## src/rtl/uart_cmd_parser_pkg.sv

```systemverilog
// Shared definitions for the UART command parser.
// Holds the frame delimiters, frame length, axis bit positions and legal
// axis mask, the error codes reported on err_code_o, the parser FSM state
// encoding and the axis legality check used by the tail decision.
package uart_cmd_parser_pkg;

  localparam logic [7:0] FRAME_HEADER = 8'h55;
  localparam logic [7:0] FRAME_TAIL   = 8'hAA;

  // header + code + axis + speed + 4 position bytes + tail
  localparam int unsigned FRAME_LEN = 9;
  // Index of the last body byte (position LSB); body indices run 0..6.
  localparam logic [2:0]  BODY_LAST_IDX = 3'(FRAME_LEN - 3);

  localparam int unsigned AXIS_X_BIT = 0;
  localparam int unsigned AXIS_Y_BIT = 1;
  localparam int unsigned AXIS_Z_BIT = 2;
  localparam int unsigned AXIS_W_BIT = 3;
  localparam logic [7:0]  AXIS_LEGAL_MASK = 8'((1 << AXIS_X_BIT) | (1 << AXIS_Y_BIT) |
                                               (1 << AXIS_Z_BIT) | (1 << AXIS_W_BIT));

  typedef enum logic [1:0] {
    ERR_NONE     = 2'd0,
    ERR_TAIL     = 2'd1,
    ERR_TIMEOUT  = 2'd2,
    ERR_AXIS_OVR = 2'd3
  } err_code_e;

  typedef enum logic [1:0] {
    ST_IDLE = 2'd0,
    ST_BODY = 2'd1,
    ST_TAIL = 2'd2
  } state_e;

  // Legal axis: nonzero, one-hot, and no bits outside the mask.
  function automatic logic axis_legal(input logic [7:0] axis, input logic [7:0] mask);
    return (axis != 8'h00) && ((axis & (axis - 8'h01)) == 8'h00) && ((axis & ~mask) == 8'h00);
  endfunction

endpackage

```

## src/rtl/uart_cmd_parser_timeout.sv

```systemverilog
// Inter-byte timeout counter for the UART command parser.
// Ports:
//   clk_i     system clock
//   rst_ni    asynchronous active-low reset
//   clear_i   restart the count (byte received or parser idle)
//   enable_i  count this cycle (frame partially received)
//   expire_o  single-cycle pulse when the count reaches TIMEOUT_CYCLES-1
//             in a cycle that is counting and not being cleared
module uart_cmd_parser_timeout #(
  parameter int unsigned TIMEOUT_CYCLES = 400_000
) (
  input  logic clk_i,
  input  logic rst_ni,
  input  logic clear_i,
  input  logic enable_i,
  output logic expire_o
);

  localparam int unsigned      CNT_W   = (TIMEOUT_CYCLES > 1) ? $clog2(TIMEOUT_CYCLES) : 1;
  localparam logic [CNT_W-1:0] CNT_MAX = CNT_W'(TIMEOUT_CYCLES - 1);

  logic [CNT_W-1:0] cnt_q;
  logic [CNT_W-1:0] cnt_d;
  logic             expire_s;

  // A clear in the terminal cycle suppresses expiry: a late byte still counts.
  assign expire_s = enable_i & ~clear_i & (cnt_q == CNT_MAX);
  assign expire_o = expire_s;

  // Next count: restart on clear or expiry, otherwise advance while enabled.
  always_comb begin
    cnt_d = cnt_q;
    if (clear_i || expire_s) begin
      cnt_d = '0;
    end else if (enable_i) begin
      cnt_d = cnt_q + CNT_W'(1);
    end else begin
      cnt_d = cnt_q;
    end
  end

  // Count register.
  always_ff @(posedge clk_i or negedge rst_ni) begin
    if (!rst_ni) begin
      cnt_q <= '0;
    end else begin
      cnt_q <= cnt_d;
    end
  end

endmodule

```

## src/rtl/uart_cmd_parser.sv

```systemverilog
// UART command parser: frames 9-byte packets (header, code, axis, speed,
// 4-byte big-endian position, tail) from the receiver byte stream and
// presents one decoded command per good frame on a valid/ready interface.
// Ports:
//   clk_i, rst_ni         clock, asynchronous active-low reset
//   rx_data_i/rx_valid_i  received byte and its one-cycle strobe
//   cmd_valid_o           decoded command pending (held until cmd_ready_i)
//   cmd_ready_i           downstream accepts when cmd_valid_o & cmd_ready_i
//   cmd_code_o/axis/speed command fields (frame bytes 1..3)
//   cmd_position_o        frame bytes 4..7, byte 4 in [31:24]
//   frame_err_o           one-cycle error pulse
//   err_code_o            1 bad tail, 2 timeout, 3 bad axis/overrun; holds last
//   busy_o                a frame is partially received
module uart_cmd_parser
  import uart_cmd_parser_pkg::*;
#(
  parameter logic [7:0]  HEADER_BYTE    = FRAME_HEADER,
  parameter logic [7:0]  TAIL_BYTE      = FRAME_TAIL,
  parameter logic [7:0]  AXIS_MASK      = AXIS_LEGAL_MASK,
  parameter int unsigned TIMEOUT_CYCLES = 400_000
) (
  input  logic        clk_i,
  input  logic        rst_ni,
  input  logic [7:0]  rx_data_i,
  input  logic        rx_valid_i,
  output logic        cmd_valid_o,
  input  logic        cmd_ready_i,
  output logic [7:0]  cmd_code_o,
  output logic [7:0]  cmd_axis_o,
  output logic [7:0]  cmd_speed_o,
  output logic [31:0] cmd_position_o,
  output logic        frame_err_o,
  output logic [1:0]  err_code_o,
  output logic        busy_o
);

  state_e      state_q, state_d;
  logic [2:0]  idx_q, idx_d;

  // Frame under assembly.
  logic [7:0]  frm_code_q, frm_code_d;
  logic [7:0]  frm_axis_q, frm_axis_d;
  logic [7:0]  frm_speed_q, frm_speed_d;
  logic [31:0] frm_pos_q, frm_pos_d;

  // Command presented downstream.
  logic        cmd_valid_q, cmd_valid_d;
  logic [7:0]  cmd_code_q, cmd_code_d;
  logic [7:0]  cmd_axis_q, cmd_axis_d;
  logic [7:0]  cmd_speed_q, cmd_speed_d;
  logic [31:0] cmd_pos_q, cmd_pos_d;

  logic        frame_err_q, frame_err_d;
  logic [1:0]  err_code_q, err_code_d;

  logic        to_clear_s;
  logic        to_enable_s;
  logic        to_expire_s;

  assign to_clear_s  = rx_valid_i | (state_q == ST_IDLE);
  assign to_enable_s = (state_q != ST_IDLE);

  uart_cmd_parser_timeout #(
    .TIMEOUT_CYCLES(TIMEOUT_CYCLES)
  ) u_timeout (
    .clk_i   (clk_i),
    .rst_ni  (rst_ni),
    .clear_i (to_clear_s),
    .enable_i(to_enable_s),
    .expire_o(to_expire_s)
  );

  // Framing FSM, frame assembly, command handoff and error reporting.
  always_comb begin
    state_d     = state_q;
    idx_d       = idx_q;
    frm_code_d  = frm_code_q;
    frm_axis_d  = frm_axis_q;
    frm_speed_d = frm_speed_q;
    frm_pos_d   = frm_pos_q;
    // Handshake retires the pending command unless a completion reloads it.
    cmd_valid_d = cmd_valid_q & ~cmd_ready_i;
    cmd_code_d  = cmd_code_q;
    cmd_axis_d  = cmd_axis_q;
    cmd_speed_d = cmd_speed_q;
    cmd_pos_d   = cmd_pos_q;
    frame_err_d = 1'b0;
    err_code_d  = err_code_q;

    case (state_q)
      ST_IDLE: begin
        if (rx_valid_i && (rx_data_i == HEADER_BYTE)) begin
          state_d = ST_BODY;
          idx_d   = 3'd0;
        end else begin
          state_d = ST_IDLE;
        end
      end

      ST_BODY: begin
        if (rx_valid_i) begin
          // The header value is ordinary data here; no resynchronisation.
          case (idx_q)
            3'd0:    frm_code_d  = rx_data_i;
            3'd1:    frm_axis_d  = rx_data_i;
            3'd2:    frm_speed_d = rx_data_i;
            default: frm_pos_d   = {frm_pos_q[23:0], rx_data_i};
          endcase
          idx_d = idx_q + 3'd1;
          if (idx_q == BODY_LAST_IDX) begin
            state_d = ST_TAIL;
          end else begin
            state_d = ST_BODY;
          end
        end else if (to_expire_s) begin
          state_d     = ST_IDLE;
          frame_err_d = 1'b1;
          err_code_d  = ERR_TIMEOUT;
        end else begin
          state_d = ST_BODY;
        end
      end

      ST_TAIL: begin
        if (rx_valid_i) begin
          state_d = ST_IDLE;
          if (rx_data_i != TAIL_BYTE) begin
            frame_err_d = 1'b1;
            err_code_d  = ERR_TAIL;
          end else if (!axis_legal(frm_axis_q, AXIS_MASK)) begin
            frame_err_d = 1'b1;
            err_code_d  = ERR_AXIS_OVR;
          end else if (!cmd_valid_q || cmd_ready_i) begin
            cmd_valid_d = 1'b1;
            cmd_code_d  = frm_code_q;
            cmd_axis_d  = frm_axis_q;
            cmd_speed_d = frm_speed_q;
            cmd_pos_d   = frm_pos_q;
          end else begin
            // Previous command still unaccepted: drop this one (overrun).
            frame_err_d = 1'b1;
            err_code_d  = ERR_AXIS_OVR;
          end
        end else if (to_expire_s) begin
          state_d     = ST_IDLE;
          frame_err_d = 1'b1;
          err_code_d  = ERR_TIMEOUT;
        end else begin
          state_d = ST_TAIL;
        end
      end

      default: begin
        state_d = ST_IDLE;
        idx_d   = 3'd0;
      end
    endcase
  end

  // State and output registers.
  always_ff @(posedge clk_i or negedge rst_ni) begin
    if (!rst_ni) begin
      state_q     <= ST_IDLE;
      idx_q       <= 3'd0;
      frm_code_q  <= 8'h00;
      frm_axis_q  <= 8'h00;
      frm_speed_q <= 8'h00;
      frm_pos_q   <= 32'h0000_0000;
      cmd_valid_q <= 1'b0;
      cmd_code_q  <= 8'h00;
      cmd_axis_q  <= 8'h00;
      cmd_speed_q <= 8'h00;
      cmd_pos_q   <= 32'h0000_0000;
      frame_err_q <= 1'b0;
      err_code_q  <= 2'd0;
    end else begin
      state_q     <= state_d;
      idx_q       <= idx_d;
      frm_code_q  <= frm_code_d;
      frm_axis_q  <= frm_axis_d;
      frm_speed_q <= frm_speed_d;
      frm_pos_q   <= frm_pos_d;
      cmd_valid_q <= cmd_valid_d;
      cmd_code_q  <= cmd_code_d;
      cmd_axis_q  <= cmd_axis_d;
      cmd_speed_q <= cmd_speed_d;
      cmd_pos_q   <= cmd_pos_d;
      frame_err_q <= frame_err_d;
      err_code_q  <= err_code_d;
    end
  end

  assign cmd_valid_o    = cmd_valid_q;
  assign cmd_code_o     = cmd_code_q;
  assign cmd_axis_o     = cmd_axis_q;
  assign cmd_speed_o    = cmd_speed_q;
  assign cmd_position_o = cmd_pos_q;
  assign frame_err_o    = frame_err_q;
  assign err_code_o     = err_code_q;
  assign busy_o         = (state_q != ST_IDLE);

endmodule
```

## config.mk

```make
export PLATFORM = sky130hd
export DESIGN_NAME = uart_cmd_parser
export DESIGN_NICKNAME = d
export VERILOG_FILES = /design/src/rtl/uart_cmd_parser_pkg.sv /design/src/rtl/uart_cmd_parser_timeout.sv /design/src/rtl/uart_cmd_parser.sv
export SDC_FILE = /design/constraint.sdc
export NUM_CORES = 1
export LEC_CHECK = 0
export CAP_MARGIN = 20
export CORE_MARGIN = 4
export CORE_UTILIZATION = 45
export DETAILED_ROUTE_END_ITERATION = 6
export HOLD_SLACK_MARGIN = 0.15
export PLACE_DENSITY = 0.7
export SLEW_MARGIN = 40
export SYNTH_ARGS = -nofsm -noshare
export SYNTH_HDL_FRONTEND = slang
export SYNTH_SLANG_ARGS = --single-unit
export TNS_END_PERCENT = 10
```

## constraint.sdc

```tcl
create_clock -name clk_i -period 2.3 [get_ports clk_i]
set_input_delay 0.46 -clock clk_i [delete_from_list [all_inputs] [get_ports clk_i]]
set_output_delay 0.46 -clock clk_i [all_outputs]
set_load 0.1 [all_outputs]
```

# == Word-level counts from Yosys, hierarchy flattened ==
# Index checks and enable logic that the tools add are counted.
# classes
addsub,3
mux,31
n_reduce_logical,22
n_bitwise,10
eq_ne,12
# ops
operator,n
$mux W19,2
$mux W2,10
$add A19 B1 Y19 const B,1
$eq A19 B19 Y1 const B,1
$reduce_and A3 Y1,6
$logic_not A8 Y1,2
$mux W1,13
$pmux W3 S3,1
$and A8 B8 Y8,1
$eq A8 B7 Y1 const B,1
$ne A8 B8 Y1 const B,1
$reduce_bool A8 Y1,1
$sub A8 B1 Y8 const B,1
$mux W3,2
$pmux W2 S3,1
$reduce_bool A2 Y1,3
$ne A5 B5 Y1 const B,1
$not A1 Y1,5
$reduce_and A5 Y1,1
$ne A2 B2 Y1 const B,2
$pmux W2 S2,1
$add A3 B1 Y3 const B,1
$and A1 B1 Y1,3
$eq A3 B1 Y1 const B,1
13 further kinds,16
# word_totals
elab_cells,92
out_inout_bits,61
ff_bits,140
in_bits,12

# == Longest topological paths before layout ==
# depth
ltp_word,9
mapped_depth,10
depth_no_buf,7

# == Modules after synthesis ==
# Synthesis repeated with hierarchy kept, for this count alone.
# unflattened
hier_cells,424
area_unflattened_um2,5876.9
# modules_own_cells
module,area_per_inst_um2,cells_each,n_inst,seq_area_each_um2
uart_cmd_parser,4873.4,321,1,3027.9
uart_cmd_parser_timeout,1003.5,103,1,475.5

# == Worst setup path before layout ==
# Ideal clock, no wire load.
# synth_path
path_type,register to register
from,register frm_axis_q[4]
to,"register cmd_code_q[5], in the netlist cmd_code_o[5]"
t_arrival_ns,2.014
synth_period_minus_slack_ns,2.143
setup_time_ns,0.128
slack_ns,0.157
required_time_ns,2.172
path_buffers,3
stages_incl_launch_ff,8
path_cell_list,dfrtp_1 > or4_1 > nor4_2 > and3_1 > buf_4 > buf_8 > buf_6 > mux2_1
# synth_via
elab_chain_cells,6
elab_cells_between_ends,8
classes_between,1 x add/sub; 1 x bitwise; 6 x reduce/logical
# synth_rtl
element,line_no,source
from (decl),uart_cmd_parser.sv:42,"logic [7:0] frm_axis_q, frm_axis_d;"
from (signal assigned),uart_cmd_parser.sv:180,frm_axis_q <= frm_axis_d;
$sub A8 B1 Y8,uart_cmd_parser_pkg.sv:37,return (axis != 8'h00) && ((axis & (axis - 8'h01)) == 8'h00) && ((axis & ~mask) == 8'h00);
$and A8 B8 Y8,uart_cmd_parser_pkg.sv:37,
$logic_not A8 Y1,uart_cmd_parser_pkg.sv:37,
$logic_and A1 B1 Y1,uart_cmd_parser_pkg.sv:37,
$logic_and A1 B1 Y1 (*),uart_cmd_parser_pkg.sv:37,
$reduce_and A5 Y1 (no line) (*),n/a,
to (signal assigned),uart_cmd_parser.sv:184,cmd_code_q <= cmd_code_d;
to (decl),uart_cmd_parser.sv:48,"logic [7:0] cmd_code_q, cmd_code_d;"
# Mark *: on every way between the ends. The rest lies on a longest branch, timed or not.
# A chain may end at the register's enable or synchronous reset.

# == Worst setup path after layout ==
# layout_path
from,register frm_axis_q[4]
to,"register cmd_pos_q[13], in the netlist cmd_position_o[13]"
# layout_via
elab_chain_cells,6
elab_cells_between_ends,8
classes_between,1 x add/sub; 1 x bitwise; 6 x reduce/logical
# layout_rtl
element,line_no,source
$sub A8 B1 Y8,uart_cmd_parser_pkg.sv:37,
$and A8 B8 Y8,uart_cmd_parser_pkg.sv:37,
$logic_not A8 Y1,uart_cmd_parser_pkg.sv:37,
$logic_and A1 B1 Y1,uart_cmd_parser_pkg.sv:37,
$logic_and A1 B1 Y1 (*),uart_cmd_parser_pkg.sv:37,
$reduce_and A5 Y1 (no line) (*),n/a,
to (signal assigned),uart_cmd_parser.sv:187,cmd_pos_q <= cmd_pos_d;
to (decl),uart_cmd_parser.sv:51,"logic [31:0] cmd_pos_q, cmd_pos_d;"
# Marked as above.

==> impl_results.md <==
- Row cnt: slightly above 40
- Worst-path cell chain: or4_4, nor4_4, and3_4, buf_12, mux2_2
- Synth unique cells: 44
- Mapped Avg Cell Area: approximately 14 µm²
- Starting Density: between 40% and 50%
- Synth cell count leaders: 140 x dfrtp_1, 89 x mux2_2, 22 x nor2_1, 16 x nand2_1, 15 x mux2_1
- Synth async-reset ratio: 100.0%
- Area share of the largest cell type after synthesis: about three fifths
- Die ar.: around 15000 µm²
- Diode count: 0
- Antenna violations before repair: 0
- Die X: roughly 120 µm
- Vias in the first global route: roughly 3800
- WL/cell: between 15 and 20 µm
- CTS tree: yes
- Hold Crit Class: flip-flop to flip-flop
- CTS clock-pin slew for the worst setup and hold paths: 0.06 ns
- Initial DRC count: 127
- RSZ-0062 raised after global routing: false
- Hold slack: between 0.4 and 0.5 ns
- Fmax: about 460 MHz
- GRT Total Usage: 17.01%
- Synth area leaders: dfrtp_1 61%, mux2_2 17%, mux2_1 2.9%, ha_1 2.0%, nor2_1 1.4%
- Mapped Nets: around 440
- Core area: 12570 µm²
- Peak supply drop: roughly 400 µV
- Post-synth EDFFs: 0
- Tcrit/Tclk final: a little over nine tenths
- Mapped Area: between 5000 and 6000 µm²
- Critical path origin: frm_axis_q[4]
- GR Overflow Total: 0
- CTS Buffer Depth: 2
- Placed Cells incl. Taps: between 600 and 700
- I/O pin cnt: 73
- Fin cells: roughly 700
- CTS buffer count: 17
- CTS sink count: 140
- Vias: 3602
- Routability congestion estimate: around 0.85
- H-tree Lvls: 4
- Largest net degree at the start of global routing: 57
- Final setup vio count: 0
- Slew at the pin with the worst max-slew slack: between 0.5 and 0.6 ns
- First-pass GRT wire length: around 19000 µm
- Top-count cell post-synth: dfrtp_1
- Number of max-cap violations: 0
- Status: finished clean
- Most used DFF post-synth: dfrtp_1
- Synthesized instance count: between 400 and 500
- Placement Cell Area: approximately 6700 µm²
- Final ANT Viol Nets: 0
- Final Slew Violations: 0
- Routed WL: roughly 11000 µm
- Share of cells above drive strength 1: approximately 40%
- First drt pass iteration count: 4
- Startpoint types: flip-flop
- Later-pin clock latency in the skew report: about 0.41 ns
- Post-DP HPWL: about 8000 µm
- Buffers on Ports: 72
- P&R area growth vs syn: 26.38%
- Synth Register Bits: between 100 and 150
- CP required: roughly 2.6 ns
- RR Startpoint: frm_axis_q[4]
- # DRC: 0
- P per Cell Area: just over 700 nW/µm²
- Register area share after synthesis: between 60% and 70%
- Setup ws final: about 0.12 ns
- Avg Vias per Cell: between 5 and 6
- Worst rel slew slack: roughly two thirds
- Final hold violations: 0
- Design area: approximately 7300 µm²
- Max FO, Critical Path: 27
- Placement Setup Slack: -0.1931 ns
- Fin nets: about 540
- Worst Skew: roughly 0.0045 ns
- Yosys warnings: 0
- CTS root buf: clkbuf_16
- Final core occ: slightly below 60%
- WS Path Type: flip-flop to flip-flop
- CP Data Arrival Time: ~2.5 ns
- Pleak: between 0.003 and 0.004 µW
- Die extent in y: between 100 and 150 µm
- Slowest stage delay, CP: roughly 0.56 ns
- Crit-path slowest cell: or4_4
- Crit path time final: between 2 and 2.5 ns
- Worst setup EP type: flip-flop
- Post-synth top area cell: dfrtp_1
- Hold path startpoint: frm_code_q[6]
## final cells by class
type                       count  area, µm²
timing repair buffer          98      845.8
tap                          172      215.2
sequential                   140       3503
multi-input combinational    250       2148
inverter                      10      37.54
fill                        1060       5280
clock inverter                13      95.09
clock buffer                  19      442.9
## worst max-delay path, delay by kind of cell, from the launching register on
family	cells	cell delay, ns
AND/OR/NAND/NOR	3	1.12
flip-flops	1	0.38
multiplexers	1	0.35
buffers and inverters	1	0.19
## placed cells by master (no fill, tap or decap), types with 2 or more instances in the layout
cell | Yosys | layout
inv_6 | 0 | 2
inv_1 | 10 | 10
xor2_1 | 8 | 8
nand4b_1 | 3 | 3
mux2_1 | 15 | 15
nor2_1 | 22 | 22
buf_4 | 4 | 79
and4_1 | 4 | 4
xnor2_1 | 5 | 5
buf_6 | 1 | 2
a21oi_1 | 6 | 6
mux2_2 | 89 | 89
ha_1 | 9 | 9
or4b_1 | 2 | 2
nand4bb_1 | 2 | 2
or3_1 | 5 | 5
and3_1 | 5 | 4
nor2b_1 | 6 | 6
dfrtp_1 | 140 | 140
nand3b_1 | 5 | 5
clkinv_2 | 0 | 3
clkinvlp_4 | 0 | 6
buf_12 | 0 | 6
nand4_1 | 6 | 6
a22oi_1 | 2 | 2
a21boi_0 | 2 | 2
clkbuf_16 | 0 | 17
clkdlybuf4s50_1 | 0 | 10
clkinv_4 | 0 | 2
o21ai_0 | 13 | 13
nand2_1 | 16 | 16
nand3_1 | 9 | 9
## metrics by stage
stage	setup TNS (ns)	power, µW
global placement	-6.259	2867
global route	0	5517
detailed placement	-7.883	2877
CTS	0	5348
floorplan	0	2725
finish	0	5270
## timing repair
action / in CTS / in global routing
endpoints found under the hold margin: 54 / 0
gates resized for setup: 0 / 4
buffers inserted: 0 / 0
hold buffers: 1 / 0
endpoints found under the setup margin: 0 / 54
## worst paths after layout
kind                                       to  slack, ns  depth (start not counted)
min reg2reg                     frm_code_q[6]       0.48                          2
min                             frm_code_q[6]       0.48                          2
max in group asynchronous         frame_err_o       1.08                          3
max reg2reg                cmd_position_o[13]       0.12                          5
max                        cmd_position_o[13]       0.12                          5
min in group asynchronous  cmd_position_o[22]       0.58                          2
## power breakdown
part           internal [µW]  switching (µW)  total, µW
registers               2530            42.5       2580
clock network           1410            1030       2430
logic                    119             139        258
total                   4060            1210       5270
## metal layers
metal / global-route usage [%] / wire length [µm]
met1: 22.04 / 5047
met2: 26.81 / 5584
met3: 5.268 / 540
met4: 6.723 / 181
met5: 0 / 0
## cell families (layout without fill, tap and decap cells)
| kind of cell | Yosys count | after routing | synth area share [%] |
|---|---|---|---|
| AOI/OAI and AO/OA | 32 | 32 | 3.450 |
| and+or+nand+nor | 92 | 92 | 9.070 |
| buffers and inverters | 26 | 140 | 2.495 |
| DFF | 140 | 140 | 60.75 |
| muxes | 104 | 104 | 20.31 |
| adders and majority gates | 9 | 9 | 1.953 |
| xor gates and xnor gates | 13 | 13 | 1.974 |
(Power assumes the default switching activity.)
